File: src/rtl/rptr_empty_pkg.sv
// Purpose : shared FIFO sizing defaults used by both read-side and write-side pointer blocks.
// Latency : n/a (parameters only).
// Backpressure: n/a.
package rptr_empty_pkg;

    // FIFO depth is 2**FIFO_ADDRSIZE; pointers carry one extra wrap bit.
    localparam int FIFO_ADDRSIZE      = 4;

    // Almost-empty asserts when occupancy is at or below this level.
    localparam int FIFO_AEMPTY_THRESH = 2;

endpackage : rptr_empty_pkg

File: src/rtl/rptr_empty_gray2bin.sv
// Purpose : combinational Gray-to-binary converter, shared by read-empty and write-full logic.
// Latency : zero cycles (pure combinational).
// Backpressure: none; output follows input.
module gray2bin #(
    parameter int WIDTH = 5
) (
    input  logic [WIDTH-1:0] gray,
    output logic [WIDTH-1:0] bin
);

    // Each binary bit is the XOR of all Gray bits at or above its position.
    for (genvar i = 0; i < WIDTH; i++) begin : g_bit
        assign bin[i] = ^(gray >> i);
    end

endmodule : gray2bin

File: src/rtl/rptr_empty.sv
// Purpose : async-FIFO read pointer, empty/almost-empty flags, occupancy and sticky underflow.
// Latency : flags and level update one rclk after a read; raddr is combinational from the register.
// Backpressure: reads while empty are ignored (pointer holds) and latch rerr_underflow.
module rptr_empty
    import rptr_empty_pkg::*;
#(
    parameter int ADDRSIZE      = FIFO_ADDRSIZE,
    parameter int AEMPTY_THRESH = FIFO_AEMPTY_THRESH
) (
    input  logic                rclk,
    input  logic                rrst_n,
    input  logic                rinc,
    input  logic [ADDRSIZE:0]   rq2_wptr,
    input  logic                rerr_clr,
    output logic [ADDRSIZE:0]   rptr,
    output logic [ADDRSIZE-1:0] raddr,
    output logic                rempty,
    output logic                raempty,
    output logic [ADDRSIZE:0]   rlevel,
    output logic                rerr_underflow
);

    localparam int            PW     = ADDRSIZE + 1;
    localparam logic [PW-1:0] THRESH = PW'(AEMPTY_THRESH);

    logic [PW-1:0] rbin_q,   rbin_d;
    logic [PW-1:0] rptr_q,   rptr_d;
    logic [PW-1:0] rlevel_q, rlevel_d;
    logic          rempty_q, rempty_d;
    logic          raempty_q, raempty_d;
    logic          rerr_underflow_q, rerr_underflow_d;
    logic [PW-1:0] wbin;
    logic          rd_en;

    // Synchronized write pointer back to binary so occupancy is a plain subtraction.
    gray2bin #(.WIDTH(PW)) u_wptr_g2b (
        .gray (rq2_wptr),
        .bin  (wbin)
    );

    // Next-state: advance only on a non-empty read; flags look at the post-read pointer.
    always_comb begin
        rd_en            = rinc & ~rempty_q;
        rbin_d           = rbin_q + PW'(rd_en);
        rptr_d           = (rbin_d >> 1) ^ rbin_d;
        rlevel_d         = wbin - rbin_d;
        rempty_d         = (rptr_d == rq2_wptr);
        raempty_d        = (rlevel_d <= THRESH);
        // A new underflow takes priority over a simultaneous clear.
        rerr_underflow_d = (rinc & rempty_q) | (rerr_underflow_q & ~rerr_clr);
    end

    // State registers; reset discards all read progress and reports empty.
    always_ff @(posedge rclk or negedge rrst_n) begin
        if (!rrst_n) begin
            rbin_q           <= '0;
            rptr_q           <= '0;
            rlevel_q         <= '0;
            rempty_q         <= 1'b1;
            raempty_q        <= 1'b1;
            rerr_underflow_q <= 1'b0;
        end else begin
            rbin_q           <= rbin_d;
            rptr_q           <= rptr_d;
            rlevel_q         <= rlevel_d;
            rempty_q         <= rempty_d;
            raempty_q        <= raempty_d;
            rerr_underflow_q <= rerr_underflow_d;
        end
    end

    assign rptr           = rptr_q;
    assign raddr          = rbin_q[ADDRSIZE-1:0];
    assign rempty         = rempty_q;
    assign raempty        = raempty_q;
    assign rlevel         = rlevel_q;
    assign rerr_underflow = rerr_underflow_q;

endmodule : rptr_empty

File: config.mk
export PLATFORM = sky130hd
export DESIGN_NAME = rptr_empty
export DESIGN_NICKNAME = d
export VERILOG_FILES = /design/src/rtl/rptr_empty_pkg.sv /design/src/rtl/rptr_empty_gray2bin.sv /design/src/rtl/rptr_empty.sv
export SDC_FILE = /design/constraint.sdc
export NUM_CORES = 1
export LEC_CHECK = 0
export BUFFER_PORTS_ARGS = -buffer_cell sky130_fd_sc_hd__buf_2
export CORE_MARGIN = 2
export CORE_UTILIZATION = 46
export DETAILED_ROUTE_END_ITERATION = 10
export GPL_ROUTABILITY_DRIVEN = 0
export PLACE_DENSITY = 0.83
export SYNTH_ARGS = -nofsm -noshare
export SYNTH_HDL_FRONTEND = slang
export SYNTH_HIERARCHICAL = 1
export SYNTH_SLANG_ARGS = --single-unit
File: constraint.sdc
create_clock -name rclk -period 2.4 [get_ports rclk]
set_clock_uncertainty 0.1 [all_clocks]
set_input_delay 0.12 -clock rclk [delete_from_list [all_inputs] [get_ports rclk]]
set_output_delay 0.12 -clock rclk [all_outputs]
set_load 0.02 [all_outputs]
Word level (Yosys, flattened, before mapping)
Index checks and enable logic that the tools add are counted.
{ "word_totals": {"elab_cells": 22, "out_inout_bits": 17, "register_bits": 18} }
{ "classes": {"n_eq_ne": 1, "reduce_logical": 5, "order_cmp": 1, "bitwise": 7, "n_addsub": 2} }
{ "ops": {"columns": ["operator", "count"], "rows": [
  ["$reduce_xor A5 Y1", 5],
  ["$add A5 B1 Y5", 1],
  ["$eq A5 B5 Y1", 1],
  ["$le A5 B2 Y1 const B", 1],
  ["$sub A5 B5 Y5", 1],
  ["$xor A4 B5 Y5", 1],
  ["$and A1 B1 Y1", 3],
  ["$not A1 Y1", 2],
  ["$or A1 B1 Y1", 1]
]} }

Logic depth before layout (Yosys ltp)
{ "logic_depth": {"depth_word": 5, "ltp_mapped": 9, "mapped_depth_nobuf": 9} }

Cells and area by module
The synthesis kept the hierarchy.
{ "modules_own_cells": {"columns": ["module", "cells_per_inst", "area_each_um2", "instances", "seq_area_each_um2"], "rows": [
  ["rptr_empty", 78, 920.9, 1, 427.9],
  ["gray2bin", 6, 72.6, 1, 0.0]
]} }

Worst setup path after synthesis
No wires, ideal clock.
{ "synth_timing": {"kind": "register to register", "startpoint": "register rempty_q, in the netlist rempty", "endpoint": "register rempty_q, in the netlist rempty", "path_stages_with_launch": 8, "synth_period_minus_slack_ns": 2.564, "path_slack_ns": -0.164, "required_ns": 2.195, "t_arrival_ns": 2.359, "path_buffers": 1, "cell_sequence": "dfstp_2 and3b_1 buf_6 ha_1 xnor2_2 xor2_1 or3_1 a2111oi_2"} }
{ "synth_between": {"elab_chain_cells": 5} }
{ "synth_lines": {"columns": ["element", "line", "source"], "rows": [
  ["start, declared", "rptr_empty.sv:29", "logic rempty_q, rempty_d;"],
  ["start signal, assigned", "rptr_empty.sv:66", "rempty_q <= rempty_d;"],
  ["$not A1 Y1", "rptr_empty.sv:43", "rd_en = rinc & ~rempty_q;"],
  ["$and A1 B1 Y1", "rptr_empty.sv:43", null],
  ["$add A5 B1 Y5", "rptr_empty.sv:44", "rbin_d = rbin_q + PW'(rd_en);"],
  ["$xor A4 B5 Y5", "rptr_empty.sv:45", "rptr_d = (rbin_d >> 1) ^ rbin_d;"],
  ["$eq A5 B5 Y1", "rptr_empty.sv:47", "rempty_d = (rptr_d == rq2_wptr);"],
  ["via rempty_d", "rptr_empty.sv:29", null]
]} }
The timed path passes the listed nets, and every way through them passes these cells.

Final worst setup path
{ "layout_timing": {"startpoint": "register rempty_q, in the netlist rempty", "endpoint": "register raempty_q, in the netlist raempty"} }
{ "layout_between": {"elab_chain_cells": 5} }
{ "layout_lines": {"columns": ["element", "line", "source"], "rows": [
  ["$not A1 Y1", "rptr_empty.sv:43", null],
  ["$and A1 B1 Y1", "rptr_empty.sv:43", null],
  ["$add A5 B1 Y5", "rptr_empty.sv:44", null],
  ["$sub A5 B5 Y5", "rptr_empty.sv:46", "rlevel_d = wbin - rbin_d;"],
  ["$le A5 B2 Y1", "rptr_empty.sv:48", "raempty_d = (rlevel_d <= THRESH);"],
  ["via raempty_d", "rptr_empty.sv:30", "logic raempty_q, raempty_d;"],
  ["end signal, assigned", "rptr_empty.sv:67", "raempty_q <= raempty_d;"],
  ["end, declared", "rptr_empty.sv:30", null]
]} }
The timed path passes the listed nets, and every way through them passes these cells.

==> metrics <==
first-pass GRT wire length=3.32 mm; final worst path period share=97.6%; clk sinks=17; Initial Util=49.6%; warning count from the yosys run=6; latest clock arrival within the worst-skew pair=0.28 ns; Die W=50.5 microns; # setup viols final=0; CP Launch Type=register; I/O pin cnt=26; EDFF count, synth=0; Synth cell types=34; Slew headroom=74.1%; Crit Path Category=register to register; LEAKAGE=0.000601 uW; number of diodes=0; number of synthesized register bits=17; die area=0.00255 sq mm; hold_ws=0.142 ns; clk buf depth=2; Crit path max-delay family=simple AND/OR/NAND/NOR gates; placed cell area=0.00122 sq mm; most frequent cells in the layout=25 x buf_2, 15 x dfrtp_1, 10 x xnor2_1, 10 x buf_4, 8 x xor2_1; wire per inst=14.1 microns; Core Rows=16; Pins Over Slew Limit=0; post-synthesis cell area=993 sq um; CP max FO=4; Pre-Repair DR Iteration Count=4; WP buf/inv=0; post-route cell area=0.00135 sq mm; CP Capture Type=register; number of fill cells=148; syn avg cell area=11.8 sq um; WL final=2.12 mm; Mapped Nets=97; post-route antenna net violation count=0; largest incremental delay on the critical path=0.56 ns; H-tree depth=1; Power Density=1700 mW/mm^2; vias in the first global route=791; layout cells sized above 1=46.3%; largest net degree at the start of global routing=18; register area share after synthesis=43.1%; port bufs=25; Post-synth top flop=dfrtp_1; Arr. time, crit path=2.45 ns; fmax=427 MHz; Final Util=67.4%; commonest non-fill, non-tap cell in the layout=buf_2; maximum vdd ir drop=0.000927 V; Area growth, synth to finish=35.8%; gr usage total=17.6%; crit path cell chain=and3b_2, ha_4, xnor2_1, ha_2, or3_4, a22oi_2, nor4b_2; CP Depth=7; min setup slack post-route=0.0568 ns; CP max-delay cell=dfstp_2; initial antenna violation count=0; NumNets Final=137; share of synthesized registers carrying an async set or reset=100%; Die H=50.5 microns; gr ovfl total=0; Overall Power=2300 uW; CTS tree=built; TritonCTS buffer count=3; fin crit period=2.34 ns; Post-route DRC=0; Root Buffer=clkbuf_4; post-synthesis cell count=84; Via density=5.02; Hold Vio Cnt, Final=0; HPWL after DPL=1.52 mm; Hold Path Depth=3; Place WS=0.0361 ns; reg2reg path depth=7; max_cap viols=0; Worst-path clk slew=0.09 ns; status=finished clean; core area=0.00200 sq mm; DR vias=753; HP Class=input pin to register; Critical Path RT=2.50 ns; DR iter-0 viols=4; actual slew at the worst max-slew pin=0.381 ns
layout make-up:
class	count	area, sq um	share of cell area (%)
Timing Repair Buffer	38	230	17.1
Tap cell	27	33.8	2.50
Clock buffer	4	26.3	1.95
Sequential cell	17	428	31.7
Multi-Input combinational cell	57	604	44.8
Inverter	7	26.3	1.95
power breakdown:
group	total, uW	internal [uW]	leakage, uW	switching (uW)
Clock	150	64.6	0.0000150	85.7
Sequential	547	441	0.000198	106
Combinational	1600	737	0.000388	860
Total	2300	1240	0.000601	1050
through the flow:
stage	std cells	TNS (ns)
4_1_cts	147	0
3_3_place_gp	140	0
3_5_place_dp	140	0
6_report	150	0
5_1_grt	150	-0.0792
2_1_floorplan	84	0
kinds of logic (layout without fill, tap and decap cells):
family | Yosys count | after routing | synth area share, %
xor+xnor | 23 | 23 | 23.9
flops | 17 | 17 | 43.1
mux | 1 | 1 | 1.39
simple gates | 19 | 19 | 12.7
buf+inv | 10 | 49 | 4.91
fa+ha+maj | 4 | 4 | 5.04
compound gates | 10 | 10 | 8.94
per-layer routing:
| metal | vias up | wire, microns | GRT usage [%] |
|---|---|---|---|
| li1 | 359 | - | - |
| met3 | 4 | 63 | 1.79 |
| met1 | 371 | 877 | 19.7 |
| met5 | - | 0 | 0 |
| met2 | 19 | 1150 | 33.1 |
| met4 | 0 | 30 | 8.11 |
state kept, by name, summed over array words and instances (netlist names):
register        count
raempty             1
rbin_q              5
rempty              1
rerr_underflow      1
rlevel              5
rptr                4
repair_timing:
action / 4_1_cts / 5_1_grt
buffers inserted: 0 / 3
endpoints found under the setup margin: 1 / 3
gates resized for setup: 1 / 7
hold endpoints to repair: 18 / 0
pin swaps: 0 / 6
hold buffers: 3 / 0
worst reg2reg max path: stages (launching register included):
cell and delay (ns):
dfstp_2 0.56, and3b_2 0.26, ha_4 0.24, xnor2_1 0.14, ha_2 0.22, or3_4 0.40, a22oi_2 0.13, nor4b_2 0.22
synthesized netlist by cell type, types with 2 or more instances:
cell type	number	share of area, %
a2111oi_2	2	3.0
and2_1	2	1.3
dfrtp_1	15	38
dfstp_2	2	5.3
ha_1	4	5.0
inv_1	7	2.6
nand2_1	2	0.76
nand3_1	2	1.0
nor2_1	2	0.76
nor3_1	2	1.0
o21ai_0	2	1.0
or3_1	2	1.3
xnor2_1	10	8.8
xor2_1	9	7.9
xor2_2	2	3.3
final timing paths:
path | start | to | slack (ns)
worst max-delay path | rempty$_DFF_PN1_ | raempty$_DFF_PN1_ | 0.06
min in group asynchronous | rrst_n | rbin_q[0]$_DFF_PN0_ | 0.17
worst min register to register | rbin_q[0]$_DFF_PN0_ | rbin_q[0]$_DFF_PN0_ | 0.52
max in group asynchronous | rrst_n | raempty$_DFF_PN1_ | 1.71
worst max register to register | rempty$_DFF_PN1_ | raempty$_DFF_PN1_ | 0.06
worst min-delay path | rq2_wptr[4] | rempty$_DFF_PN1_ | 0.14
(Power assumes the default switching activity.)
